## src/rtl/register_file_mp_if.sv

```systemverilog
// Register-file access bundle: read ports, the single write port and the
// registered results, grouped so datapath stages can hand it around as one.
interface register_file_mp_if #(
  parameter int DATA_WIDTH = 32,
  parameter int ADDR_WIDTH = 5,
  parameter int NUM_READ   = 2
);

  logic [NUM_READ*ADDR_WIDTH-1:0] iAddrRead;
  logic [NUM_READ-1:0]            iEnRead;
  logic [ADDR_WIDTH-1:0]          iAddrWrite;
  logic [DATA_WIDTH-1:0]          iDataWrite;
  logic                           iEnWrite;
  logic [NUM_READ*DATA_WIDTH-1:0] oDataRead;
  logic [NUM_READ-1:0]            oValidRead;
  logic                           oBusy;

  modport master (
    output iAddrRead, iEnRead, iAddrWrite, iDataWrite, iEnWrite,
    input  oDataRead, oValidRead, oBusy
  );

  modport slave (
    input  iAddrRead, iEnRead, iAddrWrite, iDataWrite, iEnWrite,
    output oDataRead, oValidRead, oBusy
  );

endinterface

```

## src/rtl/register_file_mp.sv

```systemverilog
// Multi-read-port, single-write-port register file with write-to-read bypass,
// optional hardwired zero register and a post-reset clear sweep.
module register_file_mp #(
  parameter int DATA_WIDTH = 32,
  parameter int ADDR_WIDTH = 5,
  parameter int NUM_READ   = 2,
  parameter int ZERO_REG   = 1,
  parameter int BYPASS     = 1
) (
  input logic                iClkX2,
  input logic                iRst_n,
  register_file_mp_if.slave  bus
);

  localparam int DEPTH = 1 << ADDR_WIDTH;
  localparam logic [ADDR_WIDTH:0] SWEEP_STEP = {{ADDR_WIDTH{1'b0}}, 1'b1};

  typedef enum logic {
    CLEAR,
    RUN
  } state_t;

  state_t                         state;
  logic [ADDR_WIDTH:0]            sweep_count;
  logic [ADDR_WIDTH:0]            sweep_next;
  logic [DATA_WIDTH-1:0]          regs [DEPTH];
  logic [DATA_WIDTH-1:0]          read_result [NUM_READ];
  logic [NUM_READ*DATA_WIDTH-1:0] data_read;
  logic [NUM_READ-1:0]            valid_read;
  logic                           busy;
  logic                           write_zero;
  logic                           write_ok;

  assign write_zero = (ZERO_REG != 0) && (bus.iAddrWrite == '0);
  assign write_ok   = (state == RUN) && bus.iEnWrite && !write_zero;
  assign sweep_next = sweep_count + SWEEP_STEP;

  // Per-port read selection: zero register, then same-cycle bypass, then array.
  always_comb begin
    for (int p = 0; p < NUM_READ; p++) begin
      logic [ADDR_WIDTH-1:0] addr;
      addr = bus.iAddrRead[p*ADDR_WIDTH +: ADDR_WIDTH];
      read_result[p] = regs[addr];
      if ((ZERO_REG != 0) && (addr == '0)) begin
        read_result[p] = '0;
      end else if ((BYPASS != 0) && write_ok && (bus.iAddrWrite == addr)) begin
        read_result[p] = bus.iDataWrite;
      end
    end
  end

  // Sweep counter MSB marks the last cleared entry, so the counter parks in RUN.
  always_ff @(posedge iClkX2) begin
    if (!iRst_n) begin
      state       <= CLEAR;
      sweep_count <= '0;
      busy        <= 1'b1;
      data_read   <= '0;
      valid_read  <= '0;
    end else begin
      for (int p = 0; p < NUM_READ; p++) begin
        valid_read[p] <= bus.iEnRead[p];
        if (bus.iEnRead[p]) begin
          data_read[p*DATA_WIDTH +: DATA_WIDTH] <= (state == CLEAR) ? '0 : read_result[p];
        end
      end
      case (state)
        CLEAR: begin
          sweep_count <= sweep_next;
          if (sweep_next[ADDR_WIDTH]) begin
            state <= RUN;
            busy  <= 1'b0;
          end
        end
        RUN: begin
          state <= RUN;
        end
        default: begin
          state <= CLEAR;
        end
      endcase
    end
  end

  always_ff @(posedge iClkX2) begin
    if (iRst_n) begin
      if (state == CLEAR) begin
        regs[sweep_count[ADDR_WIDTH-1:0]] <= '0;
      end else if (write_ok) begin
        regs[bus.iAddrWrite] <= bus.iDataWrite;
      end
    end
  end

  assign bus.oDataRead  = data_read;
  assign bus.oValidRead = valid_read;
  assign bus.oBusy      = busy;

endmodule

```

## src/flat_wrapper.sv

```systemverilog
// flat-port wrapper written by rule: the top's interface ports become plain ports
module register_file_mp_flat 
#(
  parameter int DATA_WIDTH = 32,
  parameter int ADDR_WIDTH = 5,
  parameter int NUM_READ   = 2,
  parameter int ZERO_REG   = 1,
  parameter int BYPASS     = 1
)
  (iClkX2, iRst_n, bus_iAddrRead, bus_iEnRead, bus_iAddrWrite, bus_iDataWrite, bus_iEnWrite, bus_oDataRead, bus_oValidRead, bus_oBusy);
  register_file_mp_if #(.DATA_WIDTH(DATA_WIDTH), .ADDR_WIDTH(ADDR_WIDTH), .NUM_READ(NUM_READ)) bus_i ();
  input logic iClkX2;
  input logic iRst_n;
  input wire logic [$bits(bus_i.iAddrRead)-1:0] bus_iAddrRead;
  input wire logic [$bits(bus_i.iEnRead)-1:0] bus_iEnRead;
  input wire logic [$bits(bus_i.iAddrWrite)-1:0] bus_iAddrWrite;
  input wire logic [$bits(bus_i.iDataWrite)-1:0] bus_iDataWrite;
  input wire logic [$bits(bus_i.iEnWrite)-1:0] bus_iEnWrite;
  output wire logic [$bits(bus_i.oDataRead)-1:0] bus_oDataRead;
  output wire logic [$bits(bus_i.oValidRead)-1:0] bus_oValidRead;
  output wire logic [$bits(bus_i.oBusy)-1:0] bus_oBusy;
  assign bus_i.iAddrRead = bus_iAddrRead;
  assign bus_i.iEnRead = bus_iEnRead;
  assign bus_i.iAddrWrite = bus_iAddrWrite;
  assign bus_i.iDataWrite = bus_iDataWrite;
  assign bus_i.iEnWrite = bus_iEnWrite;
  assign bus_oDataRead = bus_i.oDataRead;
  assign bus_oValidRead = bus_i.oValidRead;
  assign bus_oBusy = bus_i.oBusy;
  register_file_mp #(.DATA_WIDTH(DATA_WIDTH), .ADDR_WIDTH(ADDR_WIDTH), .NUM_READ(NUM_READ), .ZERO_REG(ZERO_REG), .BYPASS(BYPASS)) u_core (.iClkX2(iClkX2), .iRst_n(iRst_n), .bus(bus_i));
endmodule
```

## config.mk

```make
export PLATFORM = sky130hd
export DESIGN_NAME = register_file_mp_flat
export DESIGN_NICKNAME = d
export VERILOG_FILES = /design/src/rtl/register_file_mp_if.sv /design/src/rtl/register_file_mp.sv /design/src/flat_wrapper.sv
export SDC_FILE = /design/constraint.sdc
export NUM_CORES = 1
export LEC_CHECK = 0
export ABC_CLOCK_PERIOD_IN_PS = 6600
export CELL_PAD_IN_SITES_DETAIL_PLACEMENT = 1
export CELL_PAD_IN_SITES_GLOBAL_PLACEMENT = 1
export CORE_ASPECT_RATIO = 0.9
export CORE_MARGIN = 10
export CORE_UTILIZATION = 40
export DETAILED_ROUTE_END_ITERATION = 12
export PLACE_DENSITY_LB_ADDON = 0.1
export SLEW_MARGIN = 0
export SYNTH_ARGS = -nofsm -noshare
export SYNTH_HDL_FRONTEND = slang
export SYNTH_SLANG_ARGS = --single-unit
export TNS_END_PERCENT = 10
```

## constraint.sdc

```tcl
create_clock -name iClkX2 -period 6.6 [get_ports iClkX2]
set_input_delay 0.99 -clock iClkX2 [delete_from_list [all_inputs] [get_ports iClkX2]]
set_output_delay 0.99 -clock iClkX2 [all_outputs]
set_load 0.02 [all_outputs]
```

==> reports/metrics.cfg <==
[run_status]
status=completed

[route]
via_per_inst=6.72
via_count=29100
drc=0
drt_iter0_drc=3731
detail_route.wl_per_cell_um=40.3
first_pass_iters=5
drtAntennaViolNets=0
totalWireLength_mm=174

[timing]
drv_slew=0
tns_ns=0
worst_pin_slew_ns=1.32
final-hold-violation-count=0
fin_skew_ns=0.0271
period_minus_slack_ns=4.37
fin_crit_sh=0.662
rsz0062_at_grt=false
max_freq_mhz=229
finalSetupViolCount=0
slew_headroom=0.121

[yosys]
synth_edf_count=1024
syn-instance-count=2486
synth.top_cells.by_area=edfxtp_1 62%, mux4_2 23%, dfxtp_1 3.0%, o22ai_1 2.1%, a22oi_1 1.6%
synth.top_cell.area_share=0.622
synth-seq-cells=1098
yosysMostFrequentCell=edfxtp_1
synth_seq_area_share=0.652
synth.avg_cell_area_sq_um=19.9
yosysWarningCount=0
syn_nets=2539
synth_common_cells=1,024 x edfxtp_1, 498 x mux4_2, 162 x o22ai_1
synth-async-reset-ratio=0
yosysTopAreaCell=edfxtp_1
synth_ff_type=edfxtp_1
syn_area_sq_um=49400
netlist-cell-type-count=63

[clock_network]
path_clk_slew_ns=0.06
cts_hold_buf=0
clock-sinks=1098
cts_root_buffer=clkbuf_16
clock_latency_ns=0.74
cts_resized=0
cts_buffers=117
tritoncts=built
post-cts-setup-buffers=0
cts_max_path_buffers=3
h-tree-depth=3

[final_layout]
drive_gt1_frac=0.311
syn2layout_area_growth_pct=14.6
design_area_sq_um=56600
fin_nets=2662

[critical_path]
crit_type=in2reg
cp_max_fo=21
start_kind=primary input
crit_arrival_ns=4.78
crit_path_end_kind=register
crit_required_ns=7.02
r2r_cells=6

[power_and_ir_drop]
p_sw_frac=0.227
p_int_mw=11.8
p_per_area_nw_per_um2=271
power_frac_seq=0.496
peakVddDrop_uv=222
power.leakage_nw=19.4
p_switching_mw=3.48
p_clk_frac=0.441
p_comb_frac=0.063

[place]
routabilityCongestion=0.823
placed_cell_area_sq_um=52700
io_buffers=118
dp_hpwl_mm=106

[die]
ios=119
die_w_um=390
die-height_um=353
num_rows=122
placeableCoreArea_sq_um=123000
initial_utilization=0.402
die_area_sq_um=138000

[grt]
grt_max_degree=117
met1_usage=0.347
globalRoute.busiestLayer=met2
track_usage=0.249
grtUsageMet2=0.393
grt_pass1_vias=30000
grt-ovfl-total=0
grt_pass1_wl_mm=245
met3_usage=0.0522
antenna_found_initial=12

[run]
maxCapViolations=0

[worst_hold_path]
min_path_type=reg2reg
hold_depth=2

## layout by cell type (no fill, tap or decap), drive strengths merged, types with 43 or more instances in the layout
| cell | netlist | routed |
|---|---|---|
| edfxtp | 1024 | 1024 |
| buf | 131 | 98 |
| clkinv | 0 | 54 |
| nor2 | 46 | 46 |
| dfxtp | 74 | 74 |
| clkdlybuf4s50 | 0 | 111 |
| clkbuf | 74 | 143 |
| a22oi | 105 | 105 |
| o22ai | 162 | 162 |
| mux2i | 43 | 43 |
| mux4 | 498 | 498 |
## power groups by stage
stage	logic [mW]	registers [mW]	clock network (mW)
2_1_floorplan	0.580	7.74	0
4_1_cts	0.968	7.60	6.86
3_5_place_dp	0.965	7.75	0
5_1_grt	1.01	7.60	7.16
6_report	0.968	7.60	6.75
3_3_place_gp	0.958	7.74	0
## critical path: stages
cell	delay [ns]
clkdlybuf4s50_1	0.61
or4_4	0.65
o2111a_2	0.41
buf_4	0.27
mux2i_1	0.24
nand2_1	0.29
nor2_4	0.88
buf_4	0.40
## per-layer routing
layer / vias to the layer above / wire length, um
li1: 11200 / -
met3: 244 / 14200
met4: 4 / 5120
met5: - / 136
met2: 1534 / 82400
met1: 16100 / 72300
## registers in the layout, summed over array words and instances, names as in the netlist
register and cells:
u_core.bus.oValidRead 2, u_core.state 1, u_core.bus.oBusy 1, u_core.bus.oDataRead 64
u_core.regs 1024, u_core.sweep_count 6
## final cells by class
class	count	area, sq um
multi-input cells	1176	16300
clock inverters	77	786
inverters	7	26.3
clock buffers	143	3100
well taps	1612	2020
repair buffers	209	2140
flip-flops and latches	1098	32200
diodes	1	2.50
fillers	11200	66300
## per-stage QoR
step	utilization	power (mW)	cells	hold slack [ns]	worst slack [ns]
after detailed placement	0.429	8.71	4102	0.471	1.51
after global placement	0.429	8.70	4100	0.460	1.52
final	0.461	15.3	4323	0.487	2.23
after global routing	0.461	15.8	4322	0.513	2.16
after floorplan	-	8.32	2486	0.448	2.36
after CTS	0.461	15.4	4322	0.490	2.31
## final timing paths
path	from	to	slack (ns)
setup / recovery	bus_iAddrWrite[4]	u_core.regs[13][27]	2.23
hold / removal	u_core.bus.oDataRead[26]	u_core.bus.oDataRead[26]	0.49
setup reg to reg	u_core.state	u_core.regs[13][27]	2.73
hold reg to reg	u_core.bus.oDataRead[26]	u_core.bus.oDataRead[26]	0.49
## logic make-up after synthesis
family          Yosys count  synth area share
flops                  1098             0.652
mux                     549             0.238
compound gates          413            0.0606
buf+inv                 212            0.0237
simple gates            198            0.0227
xor+xnor                 15           0.00266
fa+ha+maj                 1          0.000253
Power figures use the tool's default switching activity.
==> patch 1 (same flow settings) <==
`DATA_WIDTH` is set to 32 in 3 places; all go to 16.
--- a/src/rtl/register_file_mp_if.sv
+++ b/src/rtl/register_file_mp_if.sv
@@ -3,3 +3,3 @@
 interface register_file_mp_if #(
-  parameter int DATA_WIDTH = 32,
+  parameter int DATA_WIDTH = 16,
   parameter int ADDR_WIDTH = 5,
--- a/src/rtl/register_file_mp.sv
+++ b/src/rtl/register_file_mp.sv
@@ -3,3 +3,3 @@
 module register_file_mp #(
-  parameter int DATA_WIDTH = 32,
+  parameter int DATA_WIDTH = 16,
   parameter int ADDR_WIDTH = 5,
--- a/src/flat_wrapper.sv
+++ b/src/flat_wrapper.sv
@@ -3,3 +3,3 @@
 #(
-  parameter int DATA_WIDTH = 32,
+  parameter int DATA_WIDTH = 16,
   parameter int ADDR_WIDTH = 5,
Ports: changed (resized bus_iDataWrite and bus_oDataRead); port bits go from 119 to 71. No check against the original RTL was run, so the function may have changed too.
==> patch 1 against the original RTL <==
Sequential share of layout area is 1.9 points lower. Worst setup slack better by 0.16 ns. Design area decreased by 48%. Combinational power decreased by 49%. Total power decreased by 49%. Area after synthesis is 48% lower. Sequential cell count decreased by 544. Register-to-register slack better by 0.26 ns. Routed wire length down 52%. Critical path type unchanged. Highest routed layer is now met4.
==> patch 1: results (changes against the original RTL) <==
first-pass GRT wire length = 120 mm (-51%)
critical path arrival = 4.45 ns (-0.33 ns)
Crit path largest cell delay = 0.96 ns (+0.08 ns)
Worst Hold End = u_core.bus.oBusy
DRT Wirelength = 83.8 mm (-52%)
share of layout cells above drive strength 1 = 27.1% (-4.0 points)
initial antenna violation count = 1 (-11)
R2R setup slack = 2.99 ns (+0.26 ns)
Hold Path Depth = 1 (-1)
Worst slew margin = 11.1% (-0.96 points)
Inserted Clock Buffers = 60 (-49%)
top cells by area in the synthesized netlist = edfxtp_1, mux4_2, mux2i_1, dfxtp_1, a22oi_1
I/O Buffers = 70 (-41%)
synth cell count leaders = edfxtp_1, mux4_2, mux2i_1
post-synthesis cell type count = 64 (+1.6%)
Crit Path Max Fanout = 26 (+24%)
router iterations before antenna repair = 7 (+2)
hold_sp = u_core.bus.oBusy
syn_nets = 1492 (-41%)
vias in the first global route = 15900 (-47%)
register area share after synthesis = 62.8% (-2.4 points)
Setup Fix Bufs, Post-CTS = 0 (unchanged)
status = complete, no violations
H-tree Lvls = 2 (-1)
Fillers = 6002 (-47%)
gr usage total = 22.2% (-2.7 points)
max reg flops = 512 (-50%)
Critical Path Slowest Stage Cell = nor2_2
routability cong. = 0.843 (+2.4%)
Reg-to-Reg End = u_core.regs[15][9]
R2R depth = 5 (-1)
switching pwr = 0.00180 W (-48%)
DRT iter0 DRCs = 1662 (-55%)
dpl hpwl = 56.7 mm (-47%)
Max VDD drop = 0.169 mV (-24%)
clock latency on the worst-skew pair = 0.64 ns (-0.10 ns)
Leak = 10.2 nW (-47%)
Main synth FF type = edfxtp_1
Max Clock Skew = 0.0108 ns (-0.0162 ns)
patch 1: changes by cell type in the layout (fill, tap and decap cells not counted), sizes merged, moves of 33 or more:
cell           unedited run  this run
buf                      98        50
a22oi                   105        69
clkinv                   54        21
o22ai                   162         0
clkdlybuf4s50           111        62
edfxtp                 1024       512
clkbuf                  143        73
mux2i                    43       109
mux4                    498       212
patch 1: final cells by class:
cell class,count,area [sq um],share of cell area [%]
multi-input cells,781,9070,30.8
repair buffers,113,1040,3.52
clock inverters,40,473,1.61
diodes,1,2.50,0.00849
clock buffers,72,1570,5.32
inverters,7,26.3,0.0892
well taps,855,1070,3.63
flip-flops and latches,554,16200,55.0
patch 1: kinds of logic (layout without fill, tap and decap cells):
| family | after synthesis | in the layout | share of synthesized area [%] |
|---|---|---|---|
| simple gates | 208 | 208 | 4.20 |
| compound gates | 220 | 220 | 6.59 |
| flops | 554 | 554 | 62.8 |
| buf+inv | 120 | 232 | 2.43 |
| other cells | 0 | 1 | 0 |
| fa+ha+maj | 1 | 1 | 0.0485 |
| xor+xnor | 15 | 15 | 0.509 |
| mux | 337 | 337 | 23.4 |
patch 1: worst register-to-register path: cells and delay by family (launching register included):
kind                   cells  cell delay, ns
buffers and inverters      1            0.37
and+or+nand+nor            2            1.27
AOI/OAI and AO/OA          1            0.29
muxes                      1            0.54
DFF                        1            0.73
patch 1: how the worst max path moves through the flow:
stage | from | endpoint | depth (start not counted)
after floorplan | bus_iAddrWrite[3] | u_core.regs[25][0] | 8
after global placement | bus_iAddrWrite[4] | u_core.regs[15][7] | 7
after detailed placement | bus_iAddrWrite[1] | u_core.regs[15][13] | 7
after CTS | bus_iAddrWrite[1] | u_core.regs[15][15] | 7
after global routing | bus_iAddrWrite[1] | u_core.regs[10][6] | 7
final | bus_iAddrWrite[1] | u_core.regs[15][9] | 7
patch 1: power by group through the flow:
stage	sequential (W)	clock, W	combinational, W
finish	0.00383	0.00353	0.000496
global route	0.00384	0.00373	0.000525
CTS	0.00383	0.00359	0.000502
detailed placement	0.00391	0	0.000501
global placement	0.00391	0	0.000499
floorplan	0.00390	0	0.000316
patch 1: metal layers:
layer	up-vias	track usage [%]	part of all wire, %
met5	-	0	0
met4	0	6.55	2.6
met3	97	4.00	6.7
met2	562	35.0	47
met1	8335	31.2	44
li1	6304	-	-
patch 1: per-stage QoR:
step / hold slack (ns) / cells / worst slack [ns] / util (%) / area (sq um)
3_5_place_dp: 0.447 / 2310 / 1.76 / 42.9 / 27400
5_1_grt: 0.474 / 2422 / 2.31 / 46.1 / 29500
4_1_cts: 0.462 / 2422 / 2.48 / 46.1 / 29500
2_1_floorplan: 0.448 / 1455 / 3.04 / - / 25800
6_report: 0.454 / 2423 / 2.40 / 46.1 / 29500
3_3_place_gp: 0.438 / 2310 / 1.85 / 42.9 / 27400
==> patch 2 (config.mk and constraints unchanged) <==
Made on the original files. Reset style: asynchronous (`iRst_n`), changed in one clocked block.
--- a/src/rtl/register_file_mp.sv
+++ b/src/rtl/register_file_mp.sv
@@ -52,3 +52,3 @@
   // Sweep counter MSB marks the last cleared entry, so the counter parks in RUN.
-  always_ff @(posedge iClkX2) begin
+  always_ff @(posedge iClkX2 or negedge iRst_n) begin
     if (!iRst_n) begin
Check against the original RTL: not settled (the Yosys comparison gave no result); the edit may change what the design does.
==> patch 2 against the original RTL <==
Area after synthesis grew 3.3%. Die area up 3.1%. Design area increased by 3.4%. Worst setup slack gained 0.25 ns. Sequential share of layout area is 1.3 points lower. Sequential cell count is the same. Routed wire length increased by 6.8%. Total power up 3.2%. Critical path type unchanged. Highest routed layer is now met4.
==> patch 2: results (changes against the original RTL) <==
Post-synth ARST share = 6.74% (+6.7 points)
Max Clock Skew = 0.0302 ns (+0.00314 ns)
top cells by area in the synthesized netlist = edfxtp_1, mux4_2, mux2i_1, dfrtp_1, a211oi_1
top layer used by detailed routing = met4
M1 GR Usage = 36.3% (+1.5 points)
largest net degree at the start of global routing = 110 (-6.0%)
DRT met1 WL = 79.1 mm (+9.5%)
Crit path largest cell delay = 0.96 ns (+0.08 ns)
first-pass GRT wire length = 261 mm (+6.5%)
Post-synth EDFFs = 1024 (unchanged)
vias in the first global route = 32200 (+7.4%)
routability cong. = 0.859 (+4.3%)
Min Hold Slack = 0.190 ns (-0.297 ns)
share of layout cells above drive strength 1 = 28.4% (-2.6 points)
H-tree Lvls = 3 (unchanged)
R2R setup slack = 3.11 ns (+0.38 ns)
clk pwr = 0.00681 W (+0.9%)
Critical Path Slowest Stage Cell = nor2_4
mux contribution to synthesized area = 23.5% (-0.32 points)
Reg-to-Reg End = u_core.regs[7][0]
mean routed wirelength per cell = 39.7 microns (-1.6%)
met3 Resource Use GR = 5.24% (+0.025 points)
Crit Path Max Fanout = 20 (-4.8%)
met2 global-route usage = 40.1% (+0.77 points)
syn_nets = 2787 (+9.8%)
met3 WL post-DR = 15.0 mm (+5.3%)
most area-hungry cell type in the Yosys netlist = edfxtp_1
Leak = 20.8 nW (+7.5%)
status = complete, no violations
gr usage total = 25.6% (+0.73 points)
router iterations before antenna repair = 5 (unchanged)
routed wl met2 = 86.6 mm (+5.2%)
Inserted Clock Buffers = 119 (+1.7%)
register area share after synthesis = 63.9% (-1.4 points)
CP Launch Point = bus_iAddrWrite[3]
area fraction in compound gates after synthesis = 7.57% (+1.5 points)
Worst slew margin = 5.13% (-7.0 points)
Synth Area in Adders = 0.0245% (-0.00081 points)
Vias/cell = 6.64 (-1.3%)
Sw Ratio = 23.7% (+0.99 points)
dpl hpwl = 119 mm (+12%)
Hold Crit Class = in -> async
synth warn = 0 (unchanged)
Final nets = 2935 (+10%)
Post-DP Area = 54600 sq um (+3.6%)
Critical Path Sink = u_core.regs[9][12]
post-synthesis cell type count = 64 (+1.6%)
Max VDD drop = 0.222 mV (about the same)
R2R depth = 5 (-1)
synth cell count leaders = edfxtp_1, mux4_2, mux2i_1
DRT iter0 DRCs = 3578 (-4.1%)
Seq power = 0.00769 W (+1%)
Synth Area in XOR/XNOR = 0.257% (-0.0086 points)
initial antenna violation count = 7 (-5)
critical path arrival = 4.56 ns (-0.22 ns)
pwr dens = 270 nW/um^2 (-0.26%)
Setup Fix Bufs, Post-CTS = 0 (unchanged)
Critical R2R Launch = u_core.state
root buf cell = clkbuf_16
patch 2: cell types whose count changed after synthesis, moves of 46 or more:
cell / unedited run / this run
mux4_2: 498 / 410
nor2b_1: 7 / 53
a21oi_1: 1 / 51
dfxtp_1: 74 / 0
a211oi_1: 28 / 79
a221oi_1: 6 / 64
mux2i_1: 42 / 226
dfrtp_1: 0 / 73
o22ai_1: 162 / 36
patch 2: cell type report:
cell class	instances	area, sq um
Inverter	9	36.3
Clock buffer	155	3270
Sequential cell	1098	32600
Clock inverter	70	663
Antenna cell	1	2.50
Multi-Input combinational cell	1399	17500
Timing Repair Buffer	255	2310
Tap cell	1701	2130
Fill cell	11800	68400
patch 2: stage by stage:
step	util, %	instances	setup WS (ns)
finish	46.1	4688	2.48
global route	46.1	4687	2.44
CTS	46.1	4687	2.54
detailed placement	43.0	4462	1.74
global placement	43.0	4461	1.70
floorplan	-	2734	2.35
